File: config.mk
export PLATFORM = sky130hd
export DESIGN_NAME = time_set_ctrl
export DESIGN_NICKNAME = d
export VERILOG_FILES = /design/src/rtl/clock_pkg.sv /design/src/rtl/wrap_counter.sv /design/src/rtl/time_set_ctrl.sv
export SDC_FILE = /design/constraint.sdc
export NUM_CORES = 1
export LEC_CHECK = 0
export ABC_AREA = 1
export CORE_UTILIZATION = 45
export CTS_CLUSTER_DIAMETER = 30
export DETAILED_ROUTE_END_ITERATION = 10
export PLACE_DENSITY = 0.7
export RECOVER_POWER = 25
export SETUP_SLACK_MARGIN = 0.4
export SYNTH_ARGS = -nofsm -noshare
export SYNTH_HDL_FRONTEND = slang
export SYNTH_SLANG_ARGS = --single-unit
File: constraint.sdc
create_clock -name clk -period 5.2 [get_ports clk]
set_input_delay 1.56 -clock clk [delete_from_list [all_inputs] [get_ports clk]]
set_output_delay 1.56 -clock clk [all_outputs]
set_load 0.02 [all_outputs]
File: src/rtl/clock_pkg.sv
// Shared definitions for the clock design: state encoding, field limits and widths.
package clock_pkg;

  typedef enum logic [1:0] {
    ST_RUN      = 2'd0,
    ST_SET_HOUR = 2'd1,
    ST_SET_MIN  = 2'd2,
    ST_SET_SEC  = 2'd3
  } state_t;

  localparam int HOUR_W      = 5;
  localparam int MIN_SEC_W   = 6;
  localparam int HOUR_MAX    = 23;
  localparam int MIN_SEC_MAX = 59;

  // Any state other than RUN is a setting state.
  function automatic logic is_set_state(state_t s);
    return s != ST_RUN;
  endfunction

endpackage

File: src/rtl/wrap_counter.sv
// Modulo-(MAX+1) up/down counter for one time field.
// inc and dec together cancel; carry flags an increment that wraps MAX back to 0.
module wrap_counter #(
  parameter int WIDTH = 6,
  parameter int MAX   = 59
) (
  input  logic             clk,
  input  logic             rst,
  input  logic             inc,
  input  logic             dec,
  input  logic             clr,
  output logic [WIDTH-1:0] value,
  output logic             carry
);

  localparam logic [WIDTH-1:0] MAX_V = WIDTH'(MAX);
  localparam logic [WIDTH-1:0] ONE_V = WIDTH'(1);

  // Wrap indication is combinational so a carry chain settles within one edge.
  assign carry = inc && (value == MAX_V);

  // Field register: clear wins, then a lone inc or a lone dec with wrap-around.
  always_ff @(posedge clk or negedge rst) begin
    if (!rst) begin
      value <= '0;
    end else if (clr) begin
      value <= '0;
    end else if (inc && !dec) begin
      value <= (value == MAX_V) ? '0 : value + ONE_V;
    end else if (dec && !inc) begin
      value <= (value == '0) ? MAX_V : value - ONE_V;
    end
  end

endmodule

File: src/rtl/time_set_ctrl.sv
// Timekeeping and time-setting controller between the key debouncers and the display.
//
// state       | meaning
// ST_RUN      | time advances on each prescaler wrap, tick_o pulses, blink_o held 1
// ST_SET_HOUR | INC/DEC adjust hours, time frozen, selected field blinks
// ST_SET_MIN  | INC/DEC adjust minutes, time frozen, selected field blinks
// ST_SET_SEC  | INC/DEC adjust seconds, time frozen, selected field blinks
module time_set_ctrl
  import clock_pkg::*;
#(
  parameter int CLK_FREQ  = 50_000_000,
  parameter int TICK_MAX  = 49_999_999,
  parameter int BLINK_MAX = 12_499_999,
  parameter int TIMEOUT_S = 10
) (
  input  logic                 clk,
  input  logic                 rst,
  input  logic                 key_mode,
  input  logic                 key_inc,
  input  logic                 key_dec,
  output logic [HOUR_W-1:0]    hour_o,
  output logic [MIN_SEC_W-1:0] min_o,
  output logic [MIN_SEC_W-1:0] sec_o,
  output logic [1:0]           mode_o,
  output logic                 blink_o,
  output logic                 tick_o
);

  localparam int PRESC_W = (TICK_MAX > 0) ? $clog2(TICK_MAX + 1) : 1;
  localparam int BLINK_W = (BLINK_MAX > 0) ? $clog2(BLINK_MAX + 1) : 1;
  localparam int IDLE_W  = (TIMEOUT_S > 0) ? $clog2(TIMEOUT_S + 1) : 1;

  localparam logic [PRESC_W-1:0] PRESC_LAST = PRESC_W'(TICK_MAX);
  localparam logic [PRESC_W-1:0] PRESC_ONE  = PRESC_W'(1);
  localparam logic [BLINK_W-1:0] BLINK_LAST = BLINK_W'(BLINK_MAX);
  localparam logic [BLINK_W-1:0] BLINK_ONE  = BLINK_W'(1);
  localparam logic [IDLE_W-1:0]  IDLE_LAST  = IDLE_W'(TIMEOUT_S);
  localparam logic [IDLE_W-1:0]  IDLE_ONE   = IDLE_W'(1);

  // CLK_FREQ only documents the intended clock; reject nonsense values at elaboration.
  if (CLK_FREQ <= 0) begin : g_clk_freq_check
    $error("time_set_ctrl: CLK_FREQ must be positive");
  end

  state_t               state;
  state_t               state_nxt;
  logic [PRESC_W-1:0]   presc;
  logic [BLINK_W-1:0]   blink_cnt;
  logic [IDLE_W-1:0]    idle_cnt;
  logic                 blink_q;
  logic                 tick_q;

  logic sec_evt;
  logic key_any;
  logic edit_inc;
  logic edit_dec;
  logic edit_accept;
  logic run_adv;
  logic timeout;
  logic enter_run;
  logic enter_set;

  logic hour_inc, hour_dec;
  logic min_inc,  min_dec;
  logic sec_inc,  sec_dec;
  logic sec_carry, min_carry;
  logic hour_carry_unused;

  assign sec_evt  = (presc == PRESC_LAST);
  assign key_any  = key_mode | key_inc | key_dec;
  // MODE pre-empts inc/dec; inc and dec together cancel out.
  assign edit_inc = key_inc & ~key_dec & ~key_mode;
  assign edit_dec = key_dec & ~key_inc & ~key_mode;
  assign edit_accept = is_set_state(state) & (edit_inc | edit_dec);
  assign run_adv  = (state == ST_RUN) & sec_evt;
  assign timeout  = (idle_cnt == IDLE_LAST);
  assign enter_run = is_set_state(state) & (state_nxt == ST_RUN);
  assign enter_set = is_set_state(state_nxt) & (state_nxt != state);

  // Field controls. Carries only ripple while running, so edits never spill over.
  assign sec_inc  = run_adv | ((state == ST_SET_SEC) & edit_inc);
  assign sec_dec  = (state == ST_SET_SEC) & edit_dec;
  assign min_inc  = ((state == ST_RUN) & sec_carry) | ((state == ST_SET_MIN) & edit_inc);
  assign min_dec  = (state == ST_SET_MIN) & edit_dec;
  assign hour_inc = ((state == ST_RUN) & min_carry) | ((state == ST_SET_HOUR) & edit_inc);
  assign hour_dec = (state == ST_SET_HOUR) & edit_dec;

  wrap_counter #(.WIDTH(MIN_SEC_W), .MAX(MIN_SEC_MAX)) u_sec (
    .clk   (clk),
    .rst   (rst),
    .inc   (sec_inc),
    .dec   (sec_dec),
    .clr   (1'b0),
    .value (sec_o),
    .carry (sec_carry)
  );

  wrap_counter #(.WIDTH(MIN_SEC_W), .MAX(MIN_SEC_MAX)) u_min (
    .clk   (clk),
    .rst   (rst),
    .inc   (min_inc),
    .dec   (min_dec),
    .clr   (1'b0),
    .value (min_o),
    .carry (min_carry)
  );

  // Day rollover is not tracked, so the hour carry goes nowhere.
  wrap_counter #(.WIDTH(HOUR_W), .MAX(HOUR_MAX)) u_hour (
    .clk   (clk),
    .rst   (rst),
    .inc   (hour_inc),
    .dec   (hour_dec),
    .clr   (1'b0),
    .value (hour_o),
    .carry (hour_carry_unused)
  );

  // State register.
  always_ff @(posedge clk or negedge rst) begin
    if (!rst) begin
      state <= ST_RUN;
    end else begin
      state <= state_nxt;
    end
  end

  // Next state: MODE steps through the fields; an idle SET state falls back to RUN.
  always_comb begin
    state_nxt = state;
    case (state)
      ST_RUN: begin
        if (key_mode) state_nxt = ST_SET_HOUR;
      end
      ST_SET_HOUR: begin
        if (key_mode)                  state_nxt = ST_SET_MIN;
        else if (timeout && !key_any)  state_nxt = ST_RUN;
      end
      ST_SET_MIN: begin
        if (key_mode)                  state_nxt = ST_SET_SEC;
        else if (timeout && !key_any)  state_nxt = ST_RUN;
      end
      ST_SET_SEC: begin
        if (key_mode)                  state_nxt = ST_RUN;
        else if (timeout && !key_any)  state_nxt = ST_RUN;
      end
      default: state_nxt = ST_RUN;
    endcase
  end

  // One-second prescaler; restarts on every return to RUN so a full second follows.
  always_ff @(posedge clk or negedge rst) begin
    if (!rst) begin
      presc <= '0;
    end else if (enter_run || sec_evt) begin
      presc <= '0;
    end else begin
      presc <= presc + PRESC_ONE;
    end
  end

  // Idle seconds while setting; any key or a new SET state restarts the count.
  always_ff @(posedge clk or negedge rst) begin
    if (!rst) begin
      idle_cnt <= '0;
    end else if ((state == ST_RUN) || enter_set || key_any) begin
      idle_cnt <= '0;
    end else if (sec_evt && (idle_cnt != IDLE_LAST)) begin
      idle_cnt <= idle_cnt + IDLE_ONE;
    end
  end

  // Blink phase: solid while running, restarted visible on entry or after an edit.
  always_ff @(posedge clk or negedge rst) begin
    if (!rst) begin
      blink_cnt <= '0;
      blink_q   <= 1'b1;
    end else if ((state_nxt == ST_RUN) || enter_set || edit_accept) begin
      blink_cnt <= '0;
      blink_q   <= 1'b1;
    end else if (blink_cnt == BLINK_LAST) begin
      blink_cnt <= '0;
      blink_q   <= ~blink_q;
    end else begin
      blink_cnt <= blink_cnt + BLINK_ONE;
    end
  end

  // Tick marks the cycle in which the advanced seconds value appears.
  always_ff @(posedge clk or negedge rst) begin
    if (!rst) begin
      tick_q <= 1'b0;
    end else begin
      tick_q <= run_adv;
    end
  end

  assign mode_o  = state;
  assign blink_o = blink_q;
  assign tick_o  = tick_q;

endmodule

==> impl_metrics.tcl, run 1 <==
set metrics [dict create \
    status "finished with violations" \
    violations "capacitance limit, slew limit" \
    synthCells 635 \
    io_buffers 25 \
    grt_usage_pct 20.2 \
    drt-wirelength-per-cell_um 12.8 \
    antenna_found_initial 0 \
    layout_commonest_cell "nand2_1" \
    postSynth.asyncResetShare_pct 100 \
    arrival_ns 3.62 \
    worstPathCellList "clkdlybuf4s50_1, inv_2, nand3_2, inv_1, nand2_1, nand2_1, nand2_1, nand2_1, nand2_1, nand2_1, ha_1, inv_1, nand2_1, a31oi_1, a41oi_1" \
    n_antenna_cell 0 \
    worst_slew_pin_slew_ns 1.82 \
    initial_core_util_pct 46.2 \
    setup_viol 0 \
    totalWireLength_mm 10.3 \
    syn_area_mm2 0.00477 \
    vias 4191 \
    fmax_mhz 298 \
    cts_buffer_depth 2 \
    seqCellArea_mm2 0.00188 \
    ys_ff_latch 75 \
    p_per_area_mw_per_mm2 374 \
    utilization_pct 51.8 \
    ant_nets 0 \
    max-cap-violations 1 \
    post_cts_buffers 0 \
    final_cell_mix "nand2_1, nor2_1, inv_1, dfrtp_1, nand3_1" \
    grt_overflow 0 \
    crit_path_end_kind "flip-flop" \
    synth-main-ff-cell "dfrtp_1" \
    multiInputGateArea_mm2 0.00254 \
    place_congestion 0.955 \
    hold_class "flip-flop to flip-flop" \
    area_delta_synth_final_pct 12.0 \
    cts_tree "done" \
    start_kind "primary input" \
    drc 0 \
    vdd_drop_max_mv 0.240 \
    seq_area_frac_synth_pct 39.3 \
    hold_buffers 0 \
    die_h_um 105 \
    drv_slew 76 \
    layout_min_cycle_time_ns 3.36 \
    placementRows 37 \
    grt_max_degree 76 \
    grt_pass1_vias 4005 \
    nets 686 \
    critPathTopFamily "buffers and inverters" \
    path_clk_slew_ns 0.08 \
    clock_latency_ns 0.35 \
    htreeDepth 3 \
    mappedNetlistNets 655 \
    cts_sinks 75 \
    whs_ns 0.506 \
    rsz0062_at_grt "no" \
    power_leakage_nw 2.38 \
    boundaryPins 26 \
    avgViaCountPerCell 5.19 \
    die_area_mm2 0.0110 \
    finClkSkew_ns 0.0103 \
    synth_edf_count 0 \
    coreArea_mm2 0.0103 \
    slew_headroom_pct -21.6 \
    fillCellCount 973 \
    yosys_warnings 0 \
    crit_type "primary input to flip-flop" \
    cts_root_buf "clkbuf_8" \
    cts_resized 0 \
    crit_fanout 7 \
    post-route-period-util_pct 64.6 \
    cpPeakStageDelay_ns 0.51 \
    hold_viol 0 \
    cts-buffers-inserted 9 \
    dieWidth_um 105 \
    grt_pass1_wl_mm 18.0 \
    cp_slowest_cell "clkdlybuf4s50_1" \
    layout-drive-gt1-share_pct 7.45 \
    place_hpwl_mm 7.80 \
    tns_ns 0 \
    crit_required_ns 5.46 \
    syn_avg_cell_area_um2 7.52 \
    worst-path-buf-inv 4 \
    drt_first_pass_iters 5 \
    yosysUniqueCellTypes 43 \
    drtIter0Drc 259 \
    crit_top_cell "nand2_1" \
]
==> logic make-up after synthesis <==
kind of cell	Yosys count	share of synthesized area, %
fa+ha+maj	15	3.93
buf+inv	86	7.39
compound gates	51	6.21
flops	75	39.3
xor+xnor	45	8.25
simple gates	363	34.9
==> final cells by class <==
cell class | count | share of cell area [%]
Inverter | 81 | 5.69
Clock inverter | 4 | 0.889
Tap cell | 136 | 3.18
Clock buffer | 12 | 3.09
Multi-Input combinational cell | 474 | 47.4
Sequential cell | 75 | 35.1
Timing Repair Buffer | 25 | 4.59
==> registers in the layout, summed over array words and instances, names as in the netlist <==
register and count:
idle_cnt 4, tick_o 1, mode_o 2, presc 26, blink_o 1, u_min.value 6
u_hour.value 5, u_sec.value 6, blink_cnt 24
==> per-layer routing <==
metal / wire (um) / up-vias / GRT usage, %
li1: - / 2111 / -
met1: 4670 / 1965 / 25.0
met2: 5080 / 93 / 35.3
met3: 376 / 22 / 3.68
met4: 208 / 0 / 6.94
met5: 0 / - / 0
==> through the flow <==
stage | setup slack [ns] | cells | power [mW] | cell area [um2]
4_1_cts | 1.82 | 807 | 2.01 | 5360
3_5_place_dp | 1.45 | 791 | 1.53 | 5140
2_1_floorplan | 2.31 | 635 | 1.27 | 4770
6_report | 1.84 | 807 | 2.00 | 5350
3_3_place_gp | 1.52 | 791 | 1.52 | 5140
5_1_grt | 1.59 | 807 | 2.13 | 5350
==> path summary, 6_finish.rpt <==
| kind | startpoint | end | slack (ns) | cells past startpoint |
|---|---|---|---|---|
| worst max-delay path | key_mode | u_hour.value[4] | 1.84 | 15 |
| worst min-delay path | blink_cnt[0] | blink_cnt[0] | 0.51 | 1 |
| worst max register to register | presc[0] | u_hour.value[4] | 2.64 | 16 |
| worst min register to register | blink_cnt[0] | blink_cnt[0] | 0.51 | 1 |
| max in group asynchronous | rst | blink_cnt[12] | 2.41 | 1 |
| min in group asynchronous | rst | presc[15] | 1.69 | 1 |
==> cell usage after synthesis, types with 6 or more instances <==
cell type | n | area share, %
nand2_1 | 129 | 10
nand3_1 | 44 | 4.6
nor2_2 | 6 | 0.79
xor2_1 | 29 | 5.3
nor2_1 | 117 | 9.2
nand4_1 | 20 | 2.6
a21oi_1 | 17 | 1.8
xnor2_1 | 16 | 2.9
o21ai_0 | 15 | 1.6
dfrtp_1 | 74 | 39
ha_1 | 15 | 3.9
inv_1 | 74 | 5.8
inv_2 | 7 | 0.55
nor3_1 | 20 | 2.1
==> power breakdown <==
| group | leakage, nW | internal, mW | switching (mW) |
|---|---|---|---|
| clock | 0.108 | 0.259 | 0.214 |
| sequential | 0.995 | 0.670 | 0.144 |
| combinational | 1.28 | 0.298 | 0.411 |
| total | 2.38 | 1.23 | 0.770 |
Power figures use the tool's default switching activity.
==> run 2: changes to the inputs <==
==> constraint.sdc (replaced) <==
create_clock -name clk -period 3.5 [get_ports clk]
set_input_delay 1.05 -clock clk [delete_from_list [all_inputs] [get_ports clk]]
set_output_delay 1.05 -clock clk [all_outputs]
set_load 0.02 [all_outputs]
==> impl_metrics.tcl, run 2 (synthesized netlist as in run 1, its figures left out) <==
set metrics [dict create \
    slew_headroom_pct -20.5 \
    setup_ws_ns 0.597 \
    area_delta_synth_final_pct 11.5 \
    setup_viol 0 \
    boundaryPins 26 \
    power_mw 2.91 \
    start_kind "primary input" \
    largestRegisters "presc: 26 flops, blink_cnt: 24 flops" \
    layout-drive-gt1-share_pct 7.03 \
    crit_required_ns 3.74 \
    ant_nets 0 \
    arrival_ns 3.14 \
    grt_usage_pct 20.4 \
    path_clk_slew_ns 0.07 \
    dp_worst_setup_slack_ns 0.257 \
    status "finished with violations" \
    place_hpwl_mm 7.83 \
    hold_viol 0 \
    grt_overflow 0 \
    post_cts_buffers 0 \
    fin_cells 805 \
    seqCellArea_mm2 0.00188 \
    fmax_mhz 345 \
    crit_type "primary input to flip-flop" \
    grt_max_degree 76 \
    cts_tree "done" \
    regMostFlops "presc" \
    n_antenna_cell 0 \
    avgViaCountPerCell 5.18 \
    place_congestion 0.892 \
    crit_path_end_kind "flip-flop" \
    finalInstanceArea_mm2 0.00532 \
    io_buffers 25 \
    post-route-period-util_pct 82.9 \
    htreeDepth 3 \
    whs_ns 0.493 \
    die_h_um 105 \
    dieWidth_um 105 \
    hold_buffers 0 \
    worst_slew_pin_slew_ns 1.81 \
    dp_cells 791 \
    vias 4166 \
    cts_sinks 75 \
    crit_fanout 6 \
    violations "capacitance limit, slew limit" \
    power_leakage_nw 2.36 \
    die_area_mm2 0.0110 \
    dpl-instance-area_mm2 0.00514 \
    clock_latency_ns 0.35 \
    drv_slew 76 \
    placementRows 37 \
    drtIter0Drc 205 \
    layout_min_cycle_time_ns 2.90 \
    layout_commonest_cell "nand2_1" \
    utilization_pct 51.6 \
    largest_reg_flops 26 \
    hold_class "flip-flop to flip-flop" \
    grt_pass1_wl_mm 18.1 \
    cts_resized 0 \
    max-cap-violations 1 \
    tns_ns 0 \
    cts-buffers-inserted 9 \
    p_per_area_mw_per_mm2 546 \
    multiInputGateArea_mm2 0.00254 \
    cts_buffer_depth 2 \
    coreArea_mm2 0.0103 \
    drt_first_pass_iters 5 \
    final_cell_mix "nand2_1, nor2_1, inv_1, dfrtp_1, nand3_1" \
    nets 686 \
    cts_root_buf "clkbuf_8" \
    rsz0062_at_grt "no" \
    totalWireLength_mm 10.4 \
    r2r_slack_ns 1.02 \
    drc 0 \
    initial_core_util_pct 46.2 \
    finClkSkew_ns 0.0102 \
    grt_pass1_vias 4054 \
    drt-wirelength-per-cell_um 12.9 \
    vdd_drop_max_mv 0.430 \
    antenna_found_initial 0 \
    fillCellCount 1007 \
]
## run 2: worst paths after layout
check,startpoint,end,depth (start not counted)
worst max-delay path,key_mode,u_min.value[4],14
worst min-delay path,blink_cnt[0],blink_cnt[0],1
worst max register to register,presc[0],u_min.value[4],15
worst min register to register,blink_cnt[0],blink_cnt[0],1
max in group asynchronous,rst,u_hour.value[2],1
min in group asynchronous,rst,presc[22],1
## run 2: worst max-delay path, cell delays in order
cell,delay [ns]
clkdlybuf4s50_1,0.51
inv_2,0.14
nand3_2,0.12
inv_1,0.10
nand2_1,0.05
nand2_1,0.11
nand2_1,0.06
nand2_1,0.08
ha_1,0.23
inv_1,0.13
a21oi_1,0.30
nand3_1,0.11
o21ai_0,0.08
inv_1,0.06
## run 2: layout make-up
type | instances | area share, %
clock inverters | 2 | 0.705
inverters | 81 | 5.71
multi-input cells | 474 | 47.8
repair buffers | 25 | 4.61
clock buffers | 12 | 2.73
flip-flops and latches | 75 | 35.3
well taps | 136 | 3.20
## run 2: per-layer routing
layer / GRT usage, % / vias up / part of all wire [%]
met5: 0 / - / 0
met4: 6.94 / 0 / 1.7
met3: 4.12 / 18 / 3.3
met2: 35.5 / 83 / 50
met1: 25.0 / 1961 / 45
li1: - / 2104 / -
## run 2: where the power goes
part           switching (mW)  leakage, nW  internal, mW
Combinational           0.613         1.28         0.444
Sequential              0.212        0.995         0.995
Clock                   0.302       0.0885         0.342
Total                    1.13         2.36          1.78
==> run 3: changes to the inputs <==
--- a/config.mk
+++ b/config.mk
@@ -9,7 +9,7 @@
 export CORE_UTILIZATION = 45
 export CTS_CLUSTER_DIAMETER = 30
 export DETAILED_ROUTE_END_ITERATION = 10
-export PLACE_DENSITY = 0.7
+export PLACE_DENSITY = 0.72
 export RECOVER_POWER = 25
 export SETUP_SLACK_MARGIN = 0.4
 export SYNTH_ARGS = -nofsm -noshare
==> constraint.sdc (replaced) <==
create_clock -name clk -period 2.6 [get_ports clk]
set_input_delay 0.78 -clock clk [delete_from_list [all_inputs] [get_ports clk]]
set_output_delay 0.78 -clock clk [all_outputs]
set_load 0.02 [all_outputs]
==> impl_metrics.tcl, run 3 (synthesized netlist as in run 1, its figures left out) <==
set metrics [dict create \
    cts_sinks 75 \
    regMostFlops "presc" \
    cpPeakStageDelay_ns 0.61 \
    worst-path-buf-inv 1 \
    arrival_ns 1.36 \
    fillCellCount 971 \
    drtIter0Drc 245 \
    p_int_mw 2.37 \
    layout_min_cycle_time_ns 2.14 \
    dieWidth_um 105 \
    drc 0 \
    swShare_pct 40.1 \
    placementRows 37 \
    avgViaCountPerCell 5.16 \
    area_delta_synth_final_pct 18.4 \
    power_leakage_nw 2.57 \
    initial_core_util_pct 46.2 \
    p_per_area_mw_per_mm2 700 \
    max-cap-violations 1 \
    cts_root_buf "clkbuf_8" \
    status "finished with violations" \
    cp_slowest_cell "clkdlybuf4s50_1" \
    layout-drive-gt1-share_pct 14.9 \
    clkPwrFrac_pct 23.4 \
    power_mw 3.96 \
    p_sw_mw 1.59 \
    largestRegisters "presc: 26 flops, blink_cnt: 24 flops" \
    drt_first_pass_iters 4 \
    vias 4306 \
    ant_nets 0 \
    seqCellArea_mm2 0.00188 \
    multiInputGateArea_mm2 0.00263 \
    drt-wirelength-per-cell_um 12.9 \
    setup_viol 0 \
    grt_pass1_wl_mm 18.5 \
    nets 713 \
    cts-buffers-inserted 9 \
    grt_overflow 0 \
    crit_path_end_kind "output pin" \
    hold_buffers 0 \
    place_hpwl_mm 7.97 \
    boundaryPins 26 \
    crit_type "flip-flop to output pin" \
    die_h_um 105 \
    hold_viol 0 \
    finClkSkew_ns 0.0116 \
    rsz0062_at_grt "yes" \
    htreeDepth 3 \
    combPwrFrac_pct 36.5 \
    hold_class "flip-flop to flip-flop" \
    final_cell_mix "nand2_1, nor2_1, dfrtp_1" \
    totalWireLength_mm 10.7 \
    critPathTopFamily "buffers and inverters" \
    grt_pass1_vias 4239 \
    path_clk_slew_ns 0.09 \
    slew_headroom_pct -24.6 \
    die_area_mm2 0.0110 \
    place_congestion 0.898 \
    fmax_mhz 468 \
    dpl-instance-area_mm2 0.00531 \
    worst_slew_pin_slew_ns 1.87 \
    start_kind "flip-flop" \
    n_antenna_cell 0 \
    io_buffers 25 \
    violations "capacitance limit, slew limit" \
    drv_slew 33 \
    largest_reg_flops 26 \
    finalInstanceArea_mm2 0.00565 \
    grt_usage_pct 20.7 \
    clock_latency_ns 0.37 \
    post-route-period-util_pct 82.3 \
    cts_buffer_depth 2 \
    coreArea_mm2 0.0103 \
    grt_max_degree 44 \
    vdd_drop_max_mv 0.390 \
    crit_fanout 3 \
    crit_required_ns 1.82 \
    cts_tree "done" \
    antenna_found_initial 0 \
    worstPathCellList "clkdlybuf4s50_1" \
    seq_power_share_pct 40.1 \
    layout_commonest_cell "nand2_1" \
]
==> run 3: cell types whose count changed in the layout (fill, tap and decap cells not counted), sizes merged, moves of 3 or more <==
cell / before / now
clkbuf: 13 / 10
clkdlybuf4s50: 24 / 2
dlygate4sd2: 0 / 16
clkinv: 0 / 3
dlymetal6s2s: 0 / 6
buf: 0 / 27
==> run 3: area by class of cell <==
type,count,share of cell area [%]
sequential,75,33.3
tap,136,3.01
clock inverter,7,1.35
clock buffer,9,2.19
multi-input combinational,474,46.5
inverter,81,5.38
timing repair buffer,52,8.26
==> run 3: metrics by stage <==
| stage | TNS (ns) | util [%] | hold WS [ns] | setup WS (ns) | instances |
|---|---|---|---|---|---|
| final | 0 | 54.7 | 0.499 | 0.461 | 834 |
| after global routing | 0 | 54.7 | 0.524 | 0.189 | 834 |
| after CTS | 0 | 53.6 | 0.368 | 0.320 | 828 |
| after detailed placement | -0.442 | 51.4 | 0.489 | -0.134 | 810 |
| after global placement | -0.0557 | 51.4 | 0.491 | -0.0557 | 810 |
| after floorplan | 0 | - | 0.452 | 0.487 | 635 |
==> run 3: path summary, 6_finish.rpt <==
path,startpoint,end,slack [ns],cells after the start
min in group asynchronous,rst,blink_cnt[12],0.92,1
setup / recovery,u_hour.value[3],hour_o[3],0.46,1
hold reg to reg,blink_cnt[0],blink_cnt[0],0.50,1
hold / removal,blink_cnt[0],blink_cnt[0],0.50,1
max in group asynchronous,rst,u_hour.value[0],0.60,1
setup reg to reg,u_sec.value[0],u_hour.value[2],0.48,14
==> run 3: per-layer routing <==
| layer | global-route usage, % | part of all wire, % | up-vias |
|---|---|---|---|
| met1 | 25.5 | 45 | 2022 |
| met4 | 9.15 | 2.4 | 0 |
| met5 | 0 | 0 | - |
| met2 | 35.3 | 49 | 102 |
| li1 | - | - | 2155 |
| met3 | 3.93 | 3.8 | 27 |
==> run 3: power by group through the flow <==
stage / registers (mW) / logic (mW) / clock network (mW)
2_1_floorplan: 1.73 / 0.805 / 0
3_3_place_gp: 1.61 / 1.44 / 0
3_5_place_dp: 1.61 / 1.47 / 0
4_1_cts: 1.58 / 1.43 / 0.945
5_1_grt: 1.62 / 1.62 / 0.988
6_report: 1.58 / 1.44 / 0.928
==> run 3: what timing repair did <==
action | in CTS | in global routing
pin swaps | 1 | 8
buffers inserted | 2 | 6
cloned | 0 | 0
setup endpoints to repair | 30 | 44
gates resized for setup | 26 | 29
